**src/rtl/mem_port_arbiter.sv**
```systemverilog
// mem_port_arbiter
//   Shares the single main-memory port between the instruction-fetch requester (I)
//   and the data-access requester (D). Only one transaction is in flight at a time.
//   Every transaction is followed by at least one IDLE cycle.
//
// Optional feature macro: MEM_ARB_RR_EN
//   undefined : fixed priority, D wins simultaneous requests (I can starve)
//   defined   : round-robin on ties, using a 1-bit last-owner register (reset = I)
//
// Ports
//   clk, reset               clock, synchronous active-high reset
//   i_req, i_addr            I request / address (held until i_done)
//   i_done, i_rdata          I completion pulse / read data
//   d_req, d_we, d_addr,
//   d_wdata                  D request / write enable / address / write data
//   d_done, d_rdata          D completion pulse / read data
//   mem_sel                  address/write-data mux select, 0=I 1=D
//   mem_req, mem_we,
//   mem_addr, mem_wdata      memory request side
//   mem_ready, mem_rdata     memory completion / read data
//
// state  | meaning
// IDLE   | no transaction; arbitrate pending requests
// BUSY_I | I owns the memory port, waiting for mem_ready
// BUSY_D | D owns the memory port, waiting for mem_ready

module mem_port_arbiter #(
    parameter int ADDR_W = 32,
    parameter int DATA_W = 32
) (
    input  logic              clk,
    input  logic              reset,
    input  logic              i_req,
    input  logic [ADDR_W-1:0] i_addr,
    output logic              i_done,
    output logic [DATA_W-1:0] i_rdata,
    input  logic              d_req,
    input  logic              d_we,
    input  logic [ADDR_W-1:0] d_addr,
    input  logic [DATA_W-1:0] d_wdata,
    output logic              d_done,
    output logic [DATA_W-1:0] d_rdata,
    output logic              mem_sel,
    output logic              mem_req,
    output logic              mem_we,
    output logic [ADDR_W-1:0] mem_addr,
    output logic [DATA_W-1:0] mem_wdata,
    input  logic              mem_ready,
    input  logic [DATA_W-1:0] mem_rdata
);

    typedef enum logic [1:0] {
        IDLE   = 2'd0,
        BUSY_I = 2'd1,
        BUSY_D = 2'd2
    } state_t;

    state_t state;
    logic   grant_d;
    logic   busy_i;
    logic   busy_d;

`ifdef MEM_ARB_RR_EN
    logic   last_owner;   // 0 = I, 1 = D

    // On a tie, the requester that did not own the port last time wins.
    always_comb begin
        grant_d = d_req & (~i_req | ~last_owner);
    end
`else
    always_comb begin
        grant_d = d_req;
    end
`endif

    always_ff @(posedge clk) begin
        if (reset) begin
            state   <= IDLE;
            mem_req <= 1'b0;
            mem_sel <= 1'b0;
`ifdef MEM_ARB_RR_EN
            last_owner <= 1'b0;
`endif
        end else begin
            case (state)
                IDLE: begin
                    if (i_req | d_req) begin
                        state   <= grant_d ? BUSY_D : BUSY_I;
                        mem_req <= 1'b1;
                        mem_sel <= grant_d;
`ifdef MEM_ARB_RR_EN
                        last_owner <= grant_d;
`endif
                    end
                end
                BUSY_I, BUSY_D: begin
                    if (mem_ready) begin
                        state   <= IDLE;
                        mem_req <= 1'b0;
                        mem_sel <= 1'b0;
                    end
                end
                default: begin
                    state   <= IDLE;
                    mem_req <= 1'b0;
                    mem_sel <= 1'b0;
                end
            endcase
        end
    end

    assign busy_i = (state == BUSY_I);
    assign busy_d = (state == BUSY_D);

    // A reset cycle abandons the transaction, so completion is suppressed there.
    assign i_done = busy_i & mem_ready & ~reset;
    assign d_done = busy_d & mem_ready & ~reset;

    assign i_rdata = mem_rdata;
    assign d_rdata = mem_rdata;

    // Owner inputs are not latched; the requester holds them stable while req is high.
    assign mem_we    = busy_d & d_we;
    assign mem_addr  = busy_d ? d_addr : (busy_i ? i_addr : '0);
    assign mem_wdata = busy_d ? d_wdata : '0;

endmodule

```
**config.mk**
```make
export PLATFORM = sky130hd
export DESIGN_NAME = mem_port_arbiter
export DESIGN_NICKNAME = d
export VERILOG_FILES = /design/src/rtl/mem_port_arbiter.sv
export SDC_FILE = /design/constraint.sdc
export NUM_CORES = 1
export LEC_CHECK = 0
export ABC_AREA = 1
export BUFFER_PORTS_ARGS = -buffer_cell sky130_fd_sc_hd__buf_2
export CAP_MARGIN = 20
export CORE_AREA = 5 5 101 103
export CTS_CLUSTER_SIZE = 40
export DETAILED_ROUTE_END_ITERATION = 10
export DIE_AREA = 0 0 106 108
export PLACE_DENSITY = 0.68
export SYNTH_ARGS = -nofsm -noshare
export SYNTH_HDL_FRONTEND = slang
export SYNTH_SLANG_ARGS = --single-unit
export TNS_END_PERCENT = 20
```
**constraint.sdc**
```tcl
create_clock -name clk -period 1.2 [get_ports clk]
set_input_delay 0.18 -clock clk [delete_from_list [all_inputs] [get_ports clk]]
set_output_delay 0.18 -clock clk [all_outputs]
set_load 0.01 [all_outputs]
```
## Word level (Yosys, flattened, before mapping)

Cells that the tools add are included.

| cells by class | value |
|---|---|
| reductions and logical operators | 3 |
| eq/ne operators | 4 |
| bitwise operators | 7 |
| mux-type cells | 12 |

Operators with widths:

| cell | count |
|---|---|
| $mux 32 | 3 |
| $mux 2 | 3 |
| $and 1x1->1 | 5 |
| $ne 2x2->1 const B | 2 |
| $pmux 1 s2 | 2 |
| $pmux 2 s2 | 1 |
| $mux 1 | 3 |
| $eq 2x1->1 const B | 1 |
| $eq 2x2->1 const B | 1 |
| $logic_not 2->1 | 1 |
| $reduce_and 2->1 | 1 |
| $reduce_or 2->1 | 1 |
| $not 1->1 | 1 |
| $or 1x1->1 | 1 |

| storage, ports and cells | value |
|---|---|
| flip-flop bits (word level) | 4 |
| word-level logic and storage cells | 29 |
| bits of input ports | 134 |
| output and inout bits | 133 |

## Longest topological paths before layout

| depth | value |
|---|---|
| word-level depth | 4 |
| mapped depth | 7 |
| depth with buffers taken out | 6 |

## Least setup slack after synthesis

Ideal clock, no wire load.

| timing path | value |
|---|---|
| path kind | reg-to-output |
| start | reg state[1] |
| end | out mem_addr[10] |
| stages on the path, launching flop included | 7 |
| slack | -0.114 ns |
| data arrival time | 1.134 ns |
| required time | 1.020 ns |
| cell sequence | dfxtp_1 inv_1 ha_1 buf_6 buf_12 nand3_2 nand2_1 |

| between the ends | value |
|---|---|
| word-level cells in the longest chain between the ends | 3 |

RTL lines:

| item | line | RTL |
|---|---|---|
| start, declared | 58 | `state_t state;` |
| start signal, assigned | 88 | `state <= grant_d ? BUSY_D : BUSY_I;` |
| $eq 2x1->1 | 112 | `assign busy_i = (state == BUSY_I);` |
| $mux 32 | 124 | `assign mem_addr = busy_d ? d_addr : (busy_i ? i_addr : '0);` |
| $mux 32 * | 124 |  |
| end, declared | 46 | `output logic [ADDR_W-1:0] mem_addr,` |

Every way passes the cells marked *; elsewhere a longest branch is shown, timed or not.

## Worst setup path after layout

| timing path | value |
|---|---|
| start | reg state[0] |
| end | out mem_addr[30] |

The elaborated chain is that of the path after synthesis.

==> metrics <==
multi-input logic area between 1000 and 1500 µm²; Worst setup SP type flip-flop; CP max FO 8; final non-filler cell total about 500; clk_skew between 2 and 3 ps; Post-Route Utilization around a third; WS Path Type reg -> out; Post-synth ARST share 0%; Critical Path AT between 1000 and 1500 ps; fmax ~670 MHz; RR Startpoint state[1]$_SDFFE_PP0P_; synth unique cells 16; CTS Buffer Depth 2; largest area contributor in the netlist buf_4; Post-synth top cells 102 x nand2_1, 70 x buf_4, 36 x inv_1; final wirelength between 7 and 8 mm; Max Cap Violations 0; Overflow after GRT 0; Setup crit end mem_addr[30]; clock sink total 3; Reg2Reg Capture Point state[1]$_SDFFE_PP0P_; Core Rows 35; Final Cycle Share 123.7%; top cells by area, synth buf_4 31%, nand2_1 22%, nand3_2 18%; Post-Syn Nets roughly 410; global-route wire length before repair ~9.8 mm; First-pass DRT Iterations 4; final hold vios 0; min Tclk post-route approximately 1500 ps; Nets 530; final instance area 2869 µm²; core area a little over 9000 µm²; EDFF count, synth 0; Min-Delay Path Class in -> reg; Avg WL per Cell 14.09 µm; Final Wtd Congestion 0.6814; LEAKAGE 1.743 nW; die area ~11000 µm²; Worst VDD drop around 250 µV; Final setup viols 70; Area Growth Syn to Fin 67.99%; #FFs+latches synth 3; vias in the first global route 2050; Global Route Usage Sum about 11%; top_reg_cell synth dfxtp_1; R2R Setup Slk -40 ps; CTS tree built; fraction of layout cells with a size suffix above 1 roughly three quarters; First DRT Iteration DRCs 28; Skew-Pair Late Insertion Delay roughly 210 ps; yosys synthesis warning count 0; initial antenna violation count 0; worst-margin pin slew 151.6 ps; Worst slew margin between 80 and 90%; number of placed cells counting well taps 489; CTS H-tree lvls 1; antenna viol nets, final 0; unrepaired setup endpoints after global routing yes; IO Pins approximately 270; worst-case reg-to-reg path depth 7; Initial Utilization a little under a fifth; Mapped Cells between 200 and 300; fill count between 900 and 1000; root buf cell clkbuf_8; Setup crit start state[0]$_SDFFE_PP0P_; via count 2032; Critical Path End Type output port; vias per inst between 4 and 5; width of the chip about 110 µm; Reg area between 60 and 70 µm²; post-synthesis sequential area ratio 3.516%; clock slew at reported path FFs 30 ps; Port Buffers 170; TritonCTS buffer count 3; Post-Place Cell Area 2270 µm²; Critical Path RT 1020 ps; cell with the most instances after synthesis nand2_1; residual DRC count 0; final setup TNS -17360 ps; largest net degree at the start of global routing 18; Cell Area, Synth 1708 µm²; die height 108 µm; Synth top area share 30.77%; failing checks setup timing; ANT cells 0; dpl hpwl 5.027 mm; worst setup margin -284.6 ps; Synth Area per Inst approximately 6.3 µm²; max-slew violation count 0; WHS 217.4 ps; power density over the cells around 700 nW/µm²; outcome complete, but fails checks
[placed cells by master (no fill, tap or decap)]
cell,netlist,routed
buf_2,1,134
nand2_4,0,2
nand3_1,5,5
a21oi_1,3,2
dfxtp_2,0,1
clkbuf_8,0,3
inv_2,1,6
a21oi_2,0,1
nand3_2,30,29
ha_1,5,2
clkbuf_16,0,3
dfxtp_4,0,1
nor2_2,2,2
nand2_1,102,52
clkbuf_1,0,1
inv_8,1,1
buf_12,6,5
nand2_2,3,51
inv_4,0,1
ha_4,0,3
inv_1,36,30
dfxtp_1,3,1
buf_8,0,1
buf_4,70,8
nand3_4,0,1
buf_6,2,38
nor2_1,2,2
buf_16,0,4
[stage by stage]
| step | worst slack, ps | power, mW |
|---|---|---|
| 6_report | -284.6 | 2.028 |
| 5_1_grt | -367.1 | 2.183 |
| 4_1_cts | -298.4 | 1.923 |
| 3_5_place_dp | -177.1 | 1.283 |
| 3_3_place_gp | -155.1 | 1.271 |
| 2_1_floorplan | -11.80 | 1.047 |
[worst max-delay path, cell delays in order (launching register included)]
cell and delay [ps]:
dfxtp_2 320, inv_2 50, ha_4 190, buf_12 140, buf_16 140, nand2_2 80, nand2_2 60, buf_6 110
[how the worst min path moves through the flow]
stage	end	startpoint	depth (start not counted)	slack, ps
floorplan	state[1]$_SDFFE_PP0P_	reset	1	240
global placement	d_rdata[29]	mem_rdata[29]	0	360
detailed placement	d_rdata[29]	mem_rdata[29]	0	360
CTS	state[0]$_SDFFE_PP0P_	reset	2	230
global route	state[1]$_SDFFE_PP0P_	reset	2	230
finish	state[1]$_SDFFE_PP0P_	reset	2	220
[layout make-up]
cell class | instances | share of cell area (%)
clock buffer | 4 | 1.570
inverter | 38 | 5.321
multi-input combinational | 152 | 35.15
sequential | 3 | 2.268
tap | 111 | 4.841
timing repair buffer | 193 | 50.85
[layer usage]
| metal | track usage, % | vias up | wire, µm |
|---|---|---|---|
| met5 | 0 | - | 0 |
| met1 | 10.94 | 881 | 2530 |
| met3 | 4.478 | 11 | 852 |
| li1 | - | 980 | - |
| met4 | 2.405 | 0 | 103 |
| met2 | 20.45 | 160 | 3573 |
[sequential cells by signal, summed over array words and instances, names as in the netlist]
name and count:
state 2, mem_req 1
[cells by family (layout without fill, tap and decap cells)]
group	Yosys count	count (layout)	synth area share, %
DFF	3	3	3.517
and+or+nand+nor	144	144	43.74
adders and majority gates	5	5	3.663
buffers and inverters	117	235	48.20
AOI/OAI and AO/OA	3	3	0.8789
[what timing repair did]
| action | CTS | global route |
|---|---|---|
| buffers inserted | 2 | 0 |
| gates cloned | 4 | 3 |
| pin swaps | 2 | 1 |
| setup endpoints to repair | 68 | 70 |
| hold buffers | 0 | 0 |
| resized for setup | 56 | 26 |
[power by group]
group	switching (mW)	leakage, nW	internal, mW
combinational	0.764	1.69	0.844
sequential	0.0127	0.0259	0.116
clock	0.0657	0.0228	0.226
total	0.842	1.74	1.19
No activity file was read; power rests on OpenSTA's default activity.
